--- config.mk ---
export PLATFORM = sky130hd
export DESIGN_NAME = transmit_protocol
export DESIGN_NICKNAME = d
export VERILOG_FILES = /design/src/rtl/link_pkg.sv /design/src/rtl/piso_shift.sv /design/src/rtl/transmit_protocol.sv
export SDC_FILE = /design/constraint.sdc
export NUM_CORES = 1
export LEC_CHECK = 0
export CORE_ASPECT_RATIO = 0.7
export CORE_MARGIN = 10
export CORE_UTILIZATION = 38
export CTS_CLUSTER_SIZE = 20
export DETAILED_ROUTE_END_ITERATION = 10
export GPL_TIMING_DRIVEN = 0
export PLACE_DENSITY_LB_ADDON = 0.2
export RECOVER_POWER = 25
export SYNTH_ARGS = -nofsm -noshare
export SYNTH_HDL_FRONTEND = slang
export SYNTH_SLANG_ARGS = --single-unit
--- constraint.sdc ---
create_clock -name clk -period 2.5 [get_ports clk]
set_clock_uncertainty 0.15 [all_clocks]
set_input_delay 0.5 -clock clk [delete_from_list [all_inputs] [get_ports clk]]
set_output_delay 0.5 -clock clk [all_outputs]
set_load 0.005 [all_outputs]
--- src/rtl/link_pkg.sv ---
// Constants and state encodings shared by the transmit and receive ends of the token-router serial link.
// Pure declarations: no logic, no latency, no flow control.
package link_pkg;

  localparam int PKT_W    = 55;
  localparam int IDLE_GAP = 8;
  localparam int CNT_W    = 7;

  localparam logic [5:0] PREAMBLE = 6'b011111;

  typedef enum logic [3:0] {
    TX_IDLE = 4'b0001,
    TX_PRE  = 4'b0010,
    TX_DATA = 4'b0100,
    TX_GAP  = 4'b1000
  } tx_state_t;

  typedef enum logic [2:0] {
    RX_WAIT = 3'b001,
    RX_READ = 3'b010,
    RX_DONE = 3'b100
  } rx_state_t;

endpackage

--- src/rtl/piso_shift.sv ---
// Parallel-load, MSB-out shift register; load wins over shift, MSB valid the cycle after load.
// No backpressure: the owner decides when to load and when to shift.
module piso_shift
  import link_pkg::*;
#(
  parameter int W = PKT_W
) (
  input  logic         i_clk,
  input  logic         i_rst_n,
  input  logic         i_load,
  input  logic         i_shift,
  input  logic [W-1:0] i_data,
  output logic         o_msb
);

  logic [W-1:0] r_data;

  always_ff @(posedge i_clk or negedge i_rst_n) begin
    if (!i_rst_n) begin
      r_data <= '0;
    end else if (i_load) begin
      r_data <= i_data;
    end else if (i_shift) begin
      r_data <= {r_data[W-2:0], 1'b0};
    end
  end

  assign o_msb = r_data[W-1];

endmodule

--- src/rtl/transmit_protocol.sv ---
// Serial framer: preamble, PKT_W payload bits MSB first, then IDLE_GAP high cycles; first bit one cycle after accept.
// send is taken only when !busy (no queue); all outputs registered, line idles high.
module transmit_protocol
  import link_pkg::*;
(
  input  logic             clk,
  input  logic             rst,
  input  logic [PKT_W-1:0] packet,
  input  logic             send,
  output logic             S_Data,
  output logic             busy,
  output logic             done
);

  localparam logic [CNT_W-1:0] CNT_PRE_LAST = CNT_W'($bits(PREAMBLE) - 1);
  localparam logic [CNT_W-1:0] CNT_PKT_LAST = CNT_W'(PKT_W - 1);
  localparam logic [CNT_W-1:0] CNT_GAP_LAST = CNT_W'(IDLE_GAP - 1);

  tx_state_t        r_state;
  tx_state_t        w_nstate;
  logic [CNT_W-1:0] r_cnt;
  logic [CNT_W-1:0] w_ncnt;
  logic [CNT_W-1:0] w_cnt_dec;
  logic             r_sdata;
  logic             r_busy;
  logic             r_done;
  logic             w_nsdata;
  logic             w_ndone;
  logic             w_load;
  logic             w_shift;
  logic             w_msb;

  piso_shift #(
    .W (PKT_W)
  ) u_piso (
    .i_clk   (clk),
    .i_rst_n (rst),
    .i_load  (w_load),
    .i_shift (w_shift),
    .i_data  (packet),
    .o_msb   (w_msb)
  );

  assign w_cnt_dec = r_cnt - CNT_W'(1);

  always_ff @(posedge clk or negedge rst) begin
    if (!rst) begin
      r_state <= TX_IDLE;
    end else begin
      r_state <= w_nstate;
    end
  end

  // Next-cycle line value is computed here and registered, so each state's
  // counter describes the bit currently on the wire.
  always_comb begin
    w_nstate = r_state;
    w_ncnt   = r_cnt;
    w_nsdata = 1'b1;
    w_ndone  = 1'b0;
    w_load   = 1'b0;
    w_shift  = 1'b0;
    case (r_state)
      TX_IDLE: begin
        if (send) begin
          w_nstate = TX_PRE;
          w_ncnt   = CNT_PRE_LAST;
          w_load   = 1'b1;
          w_nsdata = PREAMBLE[CNT_PRE_LAST[2:0]];
        end
      end
      TX_PRE: begin
        if (r_cnt == '0) begin
          w_nstate = TX_DATA;
          w_ncnt   = CNT_PKT_LAST;
          w_shift  = 1'b1;
          w_nsdata = w_msb;
        end else begin
          w_ncnt   = w_cnt_dec;
          w_nsdata = PREAMBLE[w_cnt_dec[2:0]];
        end
      end
      TX_DATA: begin
        if (r_cnt == '0) begin
          w_nstate = TX_GAP;
          w_ncnt   = CNT_GAP_LAST;
        end else begin
          w_ncnt   = w_cnt_dec;
          w_shift  = 1'b1;
          w_nsdata = w_msb;
        end
      end
      TX_GAP: begin
        if (r_cnt == '0) begin
          w_nstate = TX_IDLE;
          w_ndone  = 1'b1;
        end else begin
          w_ncnt   = w_cnt_dec;
        end
      end
      default: begin
        w_nstate = TX_IDLE;
        w_ncnt   = '0;
      end
    endcase
  end

  always_ff @(posedge clk or negedge rst) begin
    if (!rst) begin
      r_cnt   <= '0;
      r_sdata <= 1'b1;
      r_busy  <= 1'b0;
      r_done  <= 1'b0;
    end else begin
      r_cnt   <= w_ncnt;
      r_sdata <= w_nsdata;
      r_busy  <= (w_nstate != TX_IDLE);
      r_done  <= w_ndone;
    end
  end

  assign S_Data = r_sdata;
  assign busy   = r_busy;
  assign done   = r_done;

endmodule

==> metrics.csv, run 1 <==
stage;metric;value;unit
status;status;complete, but fails checks;
status;violations;max-capacitance violations, max-slew violations;
clocking;cts_buffers;9;
synth;synth_fa_ha_area_share;0.724;%
grt;grt_start_max_net_pins;70;
clocking;clk_pin_slew_worst_paths;0.06;ns
final_layout;fillCellCount;840;
routing;drc;0;
routing;drt-total-wl;8700;µm
place;place_area;4210;µm²
flow_run;drv_cap;1;
place;dp_hpwl;6040;µm
routing;ant_nets;0;
synth;syn_area_per_cell;8.51;µm²
synth;yosysUniqueCellTypes;40;
clocking;insertion_delay;0.33;ns
floorplan;die_x;134;µm
grt;grt_pass1_wl;15000;µm
synth;synth_ff_type;dfrtp_1;
grt;grt_usage;13.5;%
timing;finalHoldWorstSlack;0.324;ns
synth;synth-xor-area-share;0.760;%
place;io_buffers;60;
setup_path;crit_path_max_fanout;8;
routing;wl_per_cell;14.3;µm
clocking;htreeDepth;3;
synth;synth_fp_nets;466;
timing;finalHoldViolCount;0;
place;place_congestion;0.871;
routing;wl_met1;4360;µm
final_layout;syn_to_final_growth;32.3;%
timing;finalSetupViolCount;0;
synth;synth_compound_area_share;5.87;%
clocking;cts_root_buf;clkbuf_16;
clocking;cts_tree;yes;
final_layout;diodes;0;
clocking;cts.sinks;69;
routing;dr.pass1.iters;4;
power;powerDensity;1200;nW/µm²
timing;setup_ws;0.0666;ns
routing;dr_total_vias;3081;
grt;gr-total-overflow;0;
setup_path;path_class;reg2reg;
timing;finalSetupTns;0;ns
synth;synth-simple-area-share;35.0;%
synth;syn_inst;406;
routing;drt-initial-drc-count;242;
synth;syn_area;3460;µm²
setup_path;timing.rr.start;r_cnt[2]$_DFFE_PN0P_;
setup_path;startpoint_type;flip-flop;
setup_path;critPathCaptureType;flip-flop;
routing;wl_met3;523;µm
floorplan;die_h;99.8;µm
floorplan;ios;61;
min_path;min_from;u_piso.r_data[24]$_DFFE_PN0P_;
routing;avgViaCountPerCell;5.06;
synth;synth.area.top_cells;dfrtp_1 (49%), nand3_1 (16%), nand2_1 (14%), buf_6 (2.9%), dfstp_2 (1.5%);
synth;synth_top_area_share;48.5;%
routing;wl_met2;3740;µm
synth;yosysTopAreaCell;dfrtp_1;
clocking;cts-hold-fix-buffers;0;
synth;synth-edff-count;0;
grt;antenna_found_initial;0;
synth;muxShareOfSynthArea;0.326;%
power;max-vdd-ir-drop;0.403;mV
floorplan;dieArea;13400;µm²
synth;async_flop_share;100;%
routing;routed.top_layer;met4;
timing;worst_slew_pin_slew;1.68;ns
timing;fin_crit_sh;97.3;%
floorplan;core_area;8960;µm²
timing;finalCriticalPeriod;2.43;ns
grt;grt_pass1_vias;3031;
timing;fmax;411;MHz
power;p_leak;0.00207;µW
synth;synth-seq-cells;69;
min_path;hp-class;reg2reg;
timing;slew_violations;70;
synth;synth_most_common_cell;nand2_1;
synth;synth_warnings;0;
synth;ys_seq_area_share;50.0;%
setup_path;cp_data_arrival_time;2.49;ns
clocking;clock_path_buffers;2;
floorplan;row_count;29;
place;dpl_worst_slack;-0.239;ns
setup_path;cp_data_required_time;2.56;ns
timing;relSlewSlack;-11.9;%
synth;synthTopCellsByCount;nand2_1 (125), nand3_1 (109), dfrtp_1 (67);
final_layout;fin_nets;540;
final_layout;fin_area;4570;µm²
synth;synth_top_family_by_area;simple AND/OR/NAND/NOR gates;
final_layout;drive_above_1_share;11.3;%
floorplan;initial_utilization;38.6;%
setup_path;crit_start;r_cnt[2]$_DFFE_PN0P_;
## layout make-up
cell class / instances / area, µm² / area share (%)
Timing Repair Buffer: 63 / 618 / 13.5
Multi-Input combinational cell: 302 / 1480 / 32.4
Inverter: 6 / 26.3 / 0.575
Sequential cell: 69 / 1730 / 37.9
Clock buffer: 10 / 239 / 5.23
Clock inverter: 6 / 86.3 / 1.89
Tap cell: 124 / 155 / 3.39
Buffer: 29 / 234 / 5.12
## layer usage
layer	vias up	track usage (%)
met5	-	0
met4	0	4.34
met3	9	4.94
met2	99	18.6
met1	1447	19.1
li1	1526	-
## cell usage in the layout (no fill, tap or decap), drive strengths merged
cell	netlist	routed
nor4	1	1
nand3	109	109
clkdlybuf4s50	0	59
or2b	2	2
o21ai	4	4
nor3b	1	1
or4b	2	2
o22a	1	1
clkinvlp	0	1
buf	20	23
mux2	1	1
nor2	10	10
a21o	4	4
clkbuf	9	20
or2	1	1
xnor2	3	3
a31oi	1	1
nor3	7	7
a211o	3	3
o31ai	4	4
a21oi	8	8
ha	2	2
o21bai	1	1
o211ai	2	2
bufinv	0	2
clkinv	1	4
nand2b	2	2
or3	2	2
inv	5	5
nand2	125	125
or3b	1	1
dfstp	2	2
or4	1	1
dfrtp	67	67
nand3b	2	2
o22ai	2	2
## report_power, final
part,leakage [µW],internal (µW),total [µW],switching (µW)
clock network,0.000158,898,1370,473
logic,0.00105,972,2160,1190
registers,0.000858,1650,1950,299
## critical path: stages (launching register included)
cell and delay (ns):
dfrtp_1 0.37, buf_6 0.13, or3_4 0.38, or3_1 0.37
buf_6 0.15, a211o_1 0.34, clkinv_2 0.08, o21bai_1 0.06
a211o_1 0.29
## kinds of logic after synthesis
kind of cell,Yosys count
and+or+nand+nor,266
DFF,69
buffers and inverters,35
AOI/OAI and AO/OA,30
xor gates and xnor gates,3
adders and majority gates,2
muxes,1
## timing repair
item                       in CTS  in global routing
cloned                          0                  0
pin swaps                       0                  2
resized for setup               2                  6
setup buffers                   0                  3
setup endpoints to repair      50                 51
## registers in the layout (all words and copies together), names as in the netlist
name and count:
r_cnt 7, r_state 4, S_Data 1, u_piso.r_data 55, busy 1, done 1
## stage by stage
stage               instances  total power, µW  util, %
global placement          590             3990     47.0
floorplan                 406             3470        -
detailed placement        590             4050     47.0
global route              609             5920     51.0
finish                    609             5480     51.0
CTS                       606             5470     50.7
## worst paths after layout
check	end	slack (ns)	cells after the start
hold reg to reg	u_piso.r_data[25]$_DFFE_PN0P_	0.32	2
min in group asynchronous	u_piso.r_data[36]$_DFFE_PN0P_	0.46	1
setup / recovery	r_cnt[2]$_DFFE_PN0P_	0.07	8
hold / removal	u_piso.r_data[25]$_DFFE_PN0P_	0.32	2
max in group asynchronous	r_cnt[0]$_DFFE_PN0P_	0.62	1
setup reg to reg	r_cnt[2]$_DFFE_PN0P_	0.07	8
No activity file was read; power rests on OpenSTA's default activity.
==> run 2: changes to the inputs <==
- GPL_TIMING_DRIVEN: 0 -> not set
==> metrics.csv, run 2 (synthesized netlist as in run 1, its figures left out) <==
stage;metric;value;unit;change
timing;finalHoldViolCount;0;;unchanged
timing;finalSetupViolCount;0;;unchanged
final_layout;layout_commonest_cell;nand2_1;;unchanged
routing;wl_per_cell;14.7;µm;was 14.3 µm
floorplan;initial_utilization;38.6;%;unchanged
final_layout;fin_nets;524;;was 540
timing;rsz0062_at_grt;false;;
routing;dr_total_vias;2990;;was 3081
power;seq_power_share;35.9;%;was 35.5%
final_layout;final-instance-count-excl-fill;593;;was 609
power;clock_power_share;25.6;%;was 25.0%
grt;grt_pass1_wl;14800;µm;was 15000 µm
clocking;htreeDepth;3;;unchanged
clocking;cts_setup_buffers;0;;unchanged
power;p_sw;1950;µW;was 1960 µW
place;place_congestion;0.829;;was 0.871
setup_path;cp_data_required_time;2.55;ns;was 2.56 ns
routing;ant_nets;0;;unchanged
timing;fmax;426;MHz;was 411 MHz
floorplan;die_h;99.8;µm;unchanged
timing;finalSetupTns;0;ns;unchanged
setup_path;startpoint_type;flip-flop;;unchanged
timing;worst_slew_pin_slew;1.71;ns;was 1.68 ns
final_layout;fillCellCount;870;;was 840
final_layout;largest-register;u_piso.r_data;;unchanged
final_layout;drive_above_1_share;10.2;%;was 11.3%
clocking;clk_pin_slew_worst_paths;0.06;ns;about the same
floorplan;ios;61;;unchanged
timing;finalCriticalPeriod;2.35;ns;was 2.43 ns
status;violations;max-capacitance violations, max-slew violations;;unchanged
place;placed_cells;577;;was 590
setup_path;path_class;reg2reg;;unchanged
timing;relSlewSlack;-13.8;%;was -11.9%
timing;slew_violations;70;;unchanged
status;status;complete, but fails checks;;unchanged
clocking;clock_path_buffers;2;;unchanged
setup_path;critPathCaptureType;flip-flop;;unchanged
clocking;cts-hold-fix-buffers;0;;unchanged
power;powerDensity;1210;nW/µm²;was 1200 nW/µm²
final_layout;diodes;0;;unchanged
place;place_area;4170;µm²;was 4210 µm²
min_path;hp-class;reg2reg;;unchanged
final_layout;fin_area;4480;µm²;was 4570 µm²
floorplan;die_x;134;µm;unchanged
setup_path;crit_path_max_fanout;27;;was 8
clocking;cts_buffers;9;;unchanged
floorplan;row_count;29;;unchanged
grt;grt_start_max_net_pins;70;;unchanged
grt;grt_usage;13.3;%;was 13.5%
flow_run;drv_cap;1;;unchanged
final_layout;utilization;50.0;%;was 51.0%
clocking;cts_tree;yes;;unchanged
final_layout;syn_to_final_growth;29.7;%;was 32.3%
clocking;cts_resized;0;;was 2
routing;avgViaCountPerCell;5.04;;was 5.06
clocking;insertion_delay;0.33;ns;about the same
power;max-vdd-ir-drop;0.417;mV;was 0.403 mV
routing;dr.pass1.iters;5;;was 4
routing;drt-total-wl;8720;µm;was 8700 µm
final_layout;largest_reg_flops;55;;unchanged
clocking;cts.sinks;69;;unchanged
floorplan;core_area;8960;µm²;unchanged
power;p_sw_share;35.9;%;was 35.8%
setup_path;cp_data_arrival_time;2.40;ns;was 2.49 ns
floorplan;dieArea;13400;µm²;unchanged
final_layout;reg_top3;u_piso.r_data: 55 flops, r_cnt: 7 flops, r_state: 4 flops;;unchanged
place;io_buffers;60;;unchanged
routing;drc;0;;unchanged
final_layout;layout_common_cells;nand2_1 (125), nand3_1 (109), dfrtp_1 (67);;was nand2_1 (125), nand3_1 (109), dfrtp_1 (66)
place;dp_hpwl;5670;µm;was 6040 µm
grt;gr-total-overflow;0;;unchanged
power;p_leak;0.00202;µW;was 0.00207 µW
grt;antenna_found_initial;0;;unchanged
power;pwr-share-comb;38.6;%;was 39.4%
power;power.internal;3480;µW;was 3520 µW
grt;grt_pass1_vias;2993;;was 3031
timing;fin_crit_sh;93.8;%;was 97.3%
routing;drt-initial-drc-count;265;;was 242
clocking;cts_root_buf;clkbuf_16;;unchanged
## run 2: cell count changes in the layout (fill, tap and decap cells not counted), moves of 2 or more
cell / previous run / this run
clkbuf_8: 4 / 1
clkbuf_1: 5 / 1
buf_6: 10 / 0
clkinv_2: 3 / 1
buf_4: 8 / 11
buf_12: 0 / 4
buf_1: 5 / 0
## run 2: area by class of cell
class	instances	area, µm²	share of cell area, %
Timing Repair Buffer	76	763	17.0
Inverter	6	23.8	0.530
Tap cell	124	155	3.46
Sequential cell	69	1730	38.6
Multi-Input combinational cell	302	1480	33.1
Clock buffer	11	243	5.42
Clock inverter	5	83.8	1.87
## run 2: final timing paths
check                                         startpoint                            end  slack, ns  cells past startpoint
max                                 r_cnt[1]$_DFFE_PN0P_  u_piso.r_data[52]$_DFFE_PN0P_       0.15                      8
min                        u_piso.r_data[27]$_DFFE_PN0P_  u_piso.r_data[28]$_DFFE_PN0P_       0.32                      2
max reg2reg                         r_cnt[1]$_DFFE_PN0P_  u_piso.r_data[52]$_DFFE_PN0P_       0.15                      8
min reg2reg                u_piso.r_data[27]$_DFFE_PN0P_  u_piso.r_data[28]$_DFFE_PN0P_       0.32                      2
max in group asynchronous                            rst  u_piso.r_data[19]$_DFFE_PN0P_       0.63                      2
min in group asynchronous                            rst  u_piso.r_data[36]$_DFFE_PN0P_       0.56                      2
## run 2: layer usage
metal  share of wire (%)  up-vias  track usage [%]
li1                    -     1489                -
met1                  52     1407             18.8
met2                  42       80             19.3
met3                 4.6       14             3.34
met4                 1.7        0             5.09
met5                   0        -                0
## run 2: critical path, stage by stage, from the launching register on
cell and delay, ns:
dfrtp_1 0.40, inv_1 0.08, ha_1 0.13, or2b_2 0.30
or4_4 0.45, o22a_2 0.25, buf_4 0.23, nand3_1 0.12
nand3_1 0.09
## run 2: through the flow
| step | power (µW) | hold WS (ns) | worst slack, ns |
|---|---|---|---|
| 5_1_grt | 5880 | 0.335 | 0.0360 |
| 3_3_place_gp | 3980 | 0.307 | 0.207 |
| 2_1_floorplan | 3470 | 0.0544 | 0.194 |
| 6_report | 5430 | 0.323 | 0.154 |
| 4_1_cts | 5490 | 0.0573 | 0.154 |
| 3_5_place_dp | 4060 | 0.309 | 0.175 |
## run 2: power groups by stage
stage          clock network, µW  logic [µW]  registers (µW)
6_report                    1390        2090            1950
5_1_grt                     1460        2400            2020
4_1_cts                     1420        2130            1940
3_5_place_dp                   0        2110            1950
3_3_place_gp                   0        2040            1940
2_1_floorplan                  0        1590            1880
